==> src/rtl/rv_test_monitor.sv <==
// End-of-test monitor: shadows the DONE/RESULT GPR writes, waits for DONE to hold
// PASS_VALUE, then grades RESULT into sticky pass/fail/timeout flags.
module rv_test_monitor #(
    parameter int unsigned        XLEN           = 32,
    parameter int unsigned        DONE_REG       = 26,
    parameter int unsigned        RESULT_REG     = 27,
    parameter logic [XLEN-1:0]    PASS_VALUE     = XLEN'(1),
    parameter int unsigned        STABLE_CYCLES  = 2,
    parameter int unsigned        TIMEOUT_CYCLES = 1000
) (
    input  logic            clk,
    input  logic            rst_n,
    input  logic            wb_we_i,
    input  logic [4:0]      wb_waddr_i,
    input  logic [XLEN-1:0] wb_wdata_i,
    output logic            test_done_o,
    output logic            test_pass_o,
    output logic            test_fail_o,
    output logic            test_tmo_o,
    output logic [XLEN-1:0] result_o,
    output logic [31:0]     cycles_o
);

    localparam int unsigned STAB_W = $clog2(STABLE_CYCLES) + 1;
    localparam int unsigned TMO_W  = $clog2(TIMEOUT_CYCLES) + 1;

    localparam logic [STAB_W-1:0] STAB_LAST = STAB_W'(STABLE_CYCLES);
    localparam logic [TMO_W-1:0]  TMO_LAST  = TMO_W'(TIMEOUT_CYCLES - 1);

    typedef enum logic [2:0] {
        StRun,
        StSettle,
        StPass,
        StFail,
        StTmo
    } state_e;

    state_e            r_state;
    logic [XLEN-1:0]   r_done_sh;
    logic [XLEN-1:0]   r_result_sh;
    logic [STAB_W-1:0] r_stab_cnt;
    logic [TMO_W-1:0]  r_tmo_cnt;
    logic [31:0]       r_cyc;
    logic              r_done;
    logic              r_pass;
    logic              r_fail;
    logic              r_tmo;
    logic [XLEN-1:0]   r_result;

    logic              w_wr_valid;
    logic              w_done_hit;
    logic              w_result_hit;
    logic [XLEN-1:0]   w_done_next;
    logic [XLEN-1:0]   w_result_next;
    logic              w_active;
    logic [31:0]       w_cyc_next;

    // x0 is hardwired zero in the core, so writes to it never reach a shadow.
    assign w_wr_valid    = wb_we_i && (wb_waddr_i != 5'd0);
    assign w_done_hit    = w_wr_valid && (wb_waddr_i == 5'(DONE_REG));
    assign w_result_hit  = w_wr_valid && (wb_waddr_i == 5'(RESULT_REG));
    assign w_done_next   = w_done_hit ? wb_wdata_i : r_done_sh;
    assign w_result_next = w_result_hit ? wb_wdata_i : r_result_sh;
    assign w_active      = (r_state == StRun) || (r_state == StSettle);
    assign w_cyc_next    = (r_cyc == 32'hFFFF_FFFF) ? r_cyc : r_cyc + 32'd1;

    always_ff @(posedge clk) begin
        if (!rst_n) begin
            r_state     <= StRun;
            r_done_sh   <= '0;
            r_result_sh <= '0;
            r_stab_cnt  <= '0;
            r_tmo_cnt   <= '0;
            r_cyc       <= '0;
            r_done      <= 1'b0;
            r_pass      <= 1'b0;
            r_fail      <= 1'b0;
            r_tmo       <= 1'b0;
            r_result    <= '0;
        end else begin
            if (w_active) begin
                r_done_sh   <= w_done_next;
                r_result_sh <= w_result_next;
                r_cyc       <= w_cyc_next;
            end
            case (r_state)
                StRun: begin
                    // Timeout takes priority over a DONE write on the same edge.
                    if (r_tmo_cnt == TMO_LAST) begin
                        r_state <= StTmo;
                        r_tmo   <= 1'b1;
                        r_done  <= 1'b1;
                    end else begin
                        r_tmo_cnt <= r_tmo_cnt + TMO_W'(1);
                        if (w_done_next == PASS_VALUE) begin
                            r_state    <= StSettle;
                            r_stab_cnt <= STAB_W'(1);
                        end
                    end
                end
                StSettle: begin
                    if (w_done_next != PASS_VALUE) begin
                        r_state    <= StRun;
                        r_stab_cnt <= '0;
                    end else if (r_stab_cnt == STAB_LAST) begin
                        r_result <= w_result_next;
                        r_done   <= 1'b1;
                        if (w_result_next == PASS_VALUE) begin
                            r_state <= StPass;
                            r_pass  <= 1'b1;
                        end else begin
                            r_state <= StFail;
                            r_fail  <= 1'b1;
                        end
                    end else begin
                        r_stab_cnt <= r_stab_cnt + STAB_W'(1);
                    end
                end
                default: ;
            endcase
        end
    end

    assign test_done_o = r_done;
    assign test_pass_o = r_pass;
    assign test_fail_o = r_fail;
    assign test_tmo_o  = r_tmo;
    assign result_o    = r_result;
    assign cycles_o    = r_cyc;

endmodule

==> config.mk <==
export PLATFORM = sky130hd
export DESIGN_NAME = rv_test_monitor
export DESIGN_NICKNAME = d
export VERILOG_FILES = /design/src/rtl/rv_test_monitor.sv
export SDC_FILE = /design/constraint.sdc
export NUM_CORES = 1
export LEC_CHECK = 0
export ABC_AREA = 1
export BUFFER_PORTS_ARGS = -buffer_cell sky130_fd_sc_hd__buf_2
export CELL_PAD_IN_SITES_DETAIL_PLACEMENT = 0
export CELL_PAD_IN_SITES_GLOBAL_PLACEMENT = 1
export CORE_ASPECT_RATIO = 0.6
export CORE_UTILIZATION = 44
export CTS_CLUSTER_SIZE = 28
export DETAILED_ROUTE_END_ITERATION = 10
export PLACE_DENSITY_LB_ADDON = 0.2
export RECOVER_POWER = 100
export SYNTH_ARGS = -nofsm -noshare
export SYNTH_HDL_FRONTEND = slang
export SYNTH_SLANG_ARGS = --single-unit
==> constraint.sdc <==
create_clock -name clk -period 4.2 [get_ports clk]
set_input_delay 0.63 -clock clk [delete_from_list [all_inputs] [get_ports clk]]
set_output_delay 0.63 -clock clk [all_outputs]
set_load 0.01 [all_outputs]
## After elaboration in Yosys (flattened, before gate mapping)

Cells that the tools add are included.

| word-level totals | value |
|---|---|
| output and inout port bits | 68 |
| register bits | 148 |
| bits of input ports | 40 |

| operators by class | value |
|---|---|
| eq/ne operators | 17 |
| reduce and logical (&&, ||, !) cells | 16 |
| muxes and demuxes | 17 |
| add/sub/neg operators | 3 |
| bitwise logic cells | 4 |

Operators with widths:

| operator | count |
|---|---|
| == test 32 x 1 -> 1 bit (second input constant) | 2 |
| two-way mux 32 bit | 2 |
| adder 32 x 1 -> 32 bit (second input constant) | 1 |
| == test 32 bit (second input constant) | 1 |
| inequality test 32 x 1 -> 1 bit (second input constant) | 1 |
| AND reduction 4 bit | 4 |
| two-way mux 3 bit | 4 |
| adder 11 x 1 -> 11 bit (second input constant) | 1 |
| == test 11 x 10 -> 1 bit (second input constant) | 1 |
| == test 5 bit (second input constant) | 2 |
| two-way mux 2 bit | 4 |
| inequality test 2 x 1 -> 1 bit (second input constant) | 3 |
| inequality test 3 x 1 -> 1 bit (second input constant) | 2 |
| case mux 3 bit (2 select lines) | 1 |
| AND reduction 2 bit | 3 |
| AND reduction 3 bit | 2 |
| nonzero test 5 bit | 1 |
| two-way mux 1 bit | 4 |
| inequality test 2 bit (second input constant) | 2 |
| NOT 1 bit | 4 |
| case mux 2 bit (2 select lines) | 1 |
| == test 3 x 1 -> 1 bit (second input constant) | 1 |
| logical AND 1 bit | 3 |
| zero test 3 bit | 1 |
| other kinds (6) | 6 |

## Longest topological paths before layout

| depth | value |
|---|---|
| depth in word-level cells | 9 |
| mapped depth | 18 |
| gate-level depth less buffers | 17 |

## Worst setup path after synthesis

No wires, ideal clock.

| timing | value |
|---|---|
| path kind | input to register |
| start point | in wb_waddr_i[1] |
| end point | reg r_result[24], in the netlist result_o[24] |
| data required time | 4.084 ns |
| cell stages on the path | 16 |
| setup slack | 1.747 ns |
| library setup time | 0.116 ns |
| arrival | 2.338 ns |
| path through | nand2_1 -> nor3_4 -> buf_6 -> buf_6 -> nand4_1 -> nand2_1 -> nand2_1 -> nor2_1 -> nand2_1 -> nor2_1 -> nand2_1 -> nor2_4 -> nand2_4 -> buf_2 -> o21ai_0 -> nor2_1 |

| on the way | value |
|---|---|
| longest elaborated chain between the ends | 7 |
| elaborated cells between the ends (all ways) | 11 |

RTL lines:

| what | line | text |
|---|---|---|
| start, declared | 14 | `input logic [4:0] wb_waddr_i,` |
| nonzero test 5 bit | 59 | `assign w_wr_valid = wb_we_i && (wb_waddr_i != 5'd0);` |
| logical AND 1 bit | 59 |  |
| logical AND 1 bit | 60 | `assign w_done_hit = w_wr_valid && (wb_waddr_i == 5'(DONE_REG));` |
| two-way mux 32 bit | 62 | `assign w_done_next = w_done_hit ? wb_wdata_i : r_done_sh;` |
| inequality test 32 x 1 -> 1 bit | 102 | `if (w_done_next != PASS_VALUE) begin` |
| NOT 1 bit (no source line) | - |  |
| AND reduction 3 bit (no source line) | - |  |
| end signal, assigned | 106 | `r_result <= w_result_next;` |
| end, declared | 48 | `logic [XLEN-1:0] r_result;` |

Parallel ways exist; a longest one is shown, timed or not.
A chain may end at the register's enable or synchronous reset.

## Worst setup path in the final report

| timing | value |
|---|---|
| start point | in wb_waddr_i[2] |
| end point | reg r_state[0] |

| on the way | value |
|---|---|
| longest elaborated chain between the ends | 9 |
| elaborated cells between the ends (all ways) | 18 |

RTL lines:

| what | line | text |
|---|---|---|
| nonzero test 5 bit | 59 |  |
| logical AND 1 bit | 59 |  |
| logical AND 1 bit | 61 | `assign w_result_hit = w_wr_valid && (wb_waddr_i == 5'(RESULT_REG));` |
| two-way mux 32 bit | 63 | `assign w_result_next = w_result_hit ? wb_wdata_i : r_result_sh;` |
| == test 32 x 1 -> 1 bit | 108 | `if (w_result_next == PASS_VALUE) begin` |
| two-way mux 1 bit | 108 |  |
| two-way mux 3 bit | 105 | `end else if (r_stab_cnt == STAB_LAST) begin` |
| two-way mux 3 bit | 102 |  |
| case mux 3 bit (2 select lines) | 86 | `case (r_state)` |
| end signal, assigned | 90 | `r_state <= StTmo;` |
| end signal, assigned | 103 | `r_state <= StRun;` |
| end signal, assigned | 109 | `r_state <= StPass;` |
| end, declared | 38 | `state_e r_state;` |

Parallel ways exist; a longest one is shown, timed or not. The select of a mux whose other input is x is not followed.

==> summary.md <==
| Metric | Value |
|---|---|
| Share of layout cells above drive strength 1 | 0.0699 |
| Clock skew | 0.0117 ns |
| P_sw | 0.000839 W |
| Worst path top cell family by delay | simple AND/OR/NAND/NOR gates |
| Status | complete, but fails checks |
| Syn nets | 1226 |
| First-pass GRT wire length | 32300 um |
| Final hold vios | 0 |
| Num rows | 36 |
| Core area | 16600 sq um |
| WL final | 19800 um |
| Commonest cells after routing, fill and taps aside | inv_1, nand2_1, nor2_1 |
| Max incr delay on CP | 0.67 ns |
| First DRT Iteration DRCs | 571 |
| Clock share of power | 0.489 |
| Post-Syn Area | 7650 sq um |
| Setup Viol. Count Final | 0 |
| Die Span Y | 104 um |
| Critical path startpoint category | input pin |
| Total negative slack | 0 ns |
| Clk_lat worst skew | 0.42 ns |
| Die width | 172 um |
| Worst-margin pin slew | 1.74 ns |
| Final worst-path cycle share | 0.814 |
| Starting Density | 0.460 |
| First-pass iteration count of the detailed router | 5 |
| Die area | 17900 sq um |
| Vias in the first global route | 6390 |
| Overall Global Routing Usage | 0.228 |
| Post-CTS resize count | 0 |
| Routability cong. | 0.834 |
| Maxcap violations | 1 |
| Register bit total from synthesis | 148 |
| Power per Cell Area | 371 nW/um^2 |
| Peak supply drop | 225 uV |
| Slowest CP cell | nand3_1 |
| Area grow syn2layout | 14.3% |
| Distinct cells, synth | 39 |
| Antenna Nets Post-Route | 0 |
| Crit path time final | 3.42 ns |
| Sequential Power Share | 0.442 |
| Congestion Overflow GR | 0 |
| Num CTS Buffers | 17 |
| P_int | 0.00240 W |
| Combinational share of power | 0.069 |
| Number of H-tree levels | 4 |
| Failing checks | max-capacitance violations, max-slew violations |
| Avg WL per Cell | 13.2 um |
| CP cell instances | buf_2, clkinv_1, nand3_1, clkbuf_2, nand3_1, buf_12, o21ai_0, nor2_1, nand3_1, nor2_1, nand2_1, nand3_1, nand2_1, nor2_1, nor2_1 |
| PortBufs | 107 |
| Clk slew on worst S/H paths | 0.06 ns |
| CTS root buffer | clkbuf_16 |
| Rel. slew slack | -0.158 |
| Remaining DRCs | 0 |
| Antenna diodes | 0 |
| Largest net degree at the start of global routing | 91 |
| Critical Path AT | 3.77 ns |
| Post-synth EDFFs | 0 |
| RSZ-0062 raised after global routing | no |
| Setup bufs post-CTS | 0 |
| Crit Path Category | input pin to register |
| Final Instance Area | 8740 sq um |
| Crit path max fanout | 40 |
| DR vias | 7308 |
| Hold-fix buffers, CTS | 0 |
| Gate Count Post-Synth | 1183 |
| Vias per cell | 4.87 |
| # clock sinks | 148 |
| Required @ worst endpoint | 4.55 ns |
| Sw frac | 0.259 |
| Most common cell after layout, fill and taps aside | inv_1 |
| Final nets | 1303 |
| CP endpoint kind | register |
| Register area share after synthesis | 0.387 |
| CTS tree | built |
| Leakage | 4.63 nW |
| Fmax | 0.292 GHz |
| Clk buf depth | 2 |
| Initial antenna violation count | 0 |
| Top_reg_cell synth | dfxtp_1 |
| Async SR Flop Fraction | 0 |
| Max-slew violations | 46 |
| Synth warn | 0 |
| Synth Area per Inst | 6.47 sq um |
| HP Class | register to register |
| Placed Area | 8260 sq um |
| IO Pins | 108 |
| DPL Wire Length | 14000 um |
| Crit path buf inv count | 4 |
## final cells by class
type,instances,area (sq um)
fillers,1756,7880
multi-input cells,736,3460
flip-flops and latches,148,2960
inverters,242,910
repair buffers,115,517
clock buffers,17,425
well taps,228,285
clock inverters,15,181
## cells in the mapped netlist, types with 2 or more instances
master	number	share of area
inv_1	240	0.12
nand2_1	219	0.11
nor2_1	153	0.075
dfxtp_1	148	0.39
o21ai_0	100	0.065
a21oi_1	77	0.050
nand4_1	52	0.043
clkbuf_1	27	0.013
o21ai_1	25	0.016
nand3_1	24	0.016
o211ai_1	24	0.024
nor3_1	23	0.015
buf_2	14	0.0092
buf_1	8	0.0039
buf_6	8	0.012
nor4_1	6	0.0049
o21a_1	5	0.0049
ha_1	3	0.0049
nor2_2	3	0.0025
nor3b_1	3	0.0029
and3_1	2	0.0016
nand3_2	2	0.0026
## power groups by stage
stage	Combinational (W)	Sequential, W	Clock [W]
CTS	0.000225	0.00143	0.00162
floorplan	0.000153	0.00146	0
global route	0.000255	0.00144	0.00169
global placement	0.000224	0.00147	0
detailed placement	0.000223	0.00147	0
finish	0.000224	0.00143	0.00159
## flip-flops by register name, summed over array words and instances, names as in the netlist
name         flops
cycles_o        32
r_done_sh       32
r_result_sh     32
result_o        32
r_tmo_cnt       11
r_state          3
r_stab_cnt       2
test_done_o      1
test_fail_o      1
test_pass_o      1
test_tmo_o       1
## worst register-to-register path, stage by stage, from the launching register on
cell and delay (ns):
dfxtp_1 0.41, nor2_1 0.11, buf_4 0.31, inv_1 0.73, clkbuf_1 1.33, a21oi_1 0.18
o21ai_0 0.15, inv_1 0.06
## worst paths after layout
kind              slack [ns]               to  cells past startpoint          start
setup / recovery        0.78       r_state[0]                     15  wb_waddr_i[2]
hold / removal          0.46      test_fail_o                      2    test_fail_o
setup reg to reg        0.80  r_result_sh[30]                      7     r_state[1]
hold reg to reg         0.46      test_fail_o                      2    test_fail_o
## per-layer routing
layer,wire length [um],part of all wire,vias to the layer above,track usage
met5,0,0,-,0
li1,-,-,3907,-
met1,11100,0.56,3207,0.366
met3,971,0.049,11,0.0411
met4,135,0.0068,0,0.0575
met2,7560,0.38,183,0.302
## kinds of logic after synthesis
group | count (synthesis) | share of synthesized area
buffers and inverters | 299 | 0.157
adder cells (fa/ha/maj) | 3 | 0.00491
AND/OR/NAND/NOR | 494 | 0.281
XOR/XNOR | 1 | 0.00115
AO/OA/AOI/OAI | 238 | 0.168
flip-flops | 148 | 0.387
## metrics by stage
step	total power (W)	hold slack, ns	instances	util	setup WS, ns
2_1_floorplan	0.00162	0.456	1183	-	1.75
3_3_place_gp	0.00169	0.440	1469	0.497	0.825
3_5_place_dp	0.00169	0.447	1469	0.497	0.746
4_1_cts	0.00328	0.457	1501	0.533	1.20
5_1_grt	0.00338	0.507	1501	0.526	0.429
6_report	0.00324	0.457	1501	0.526	0.781
Power figures use the tool's default switching activity.
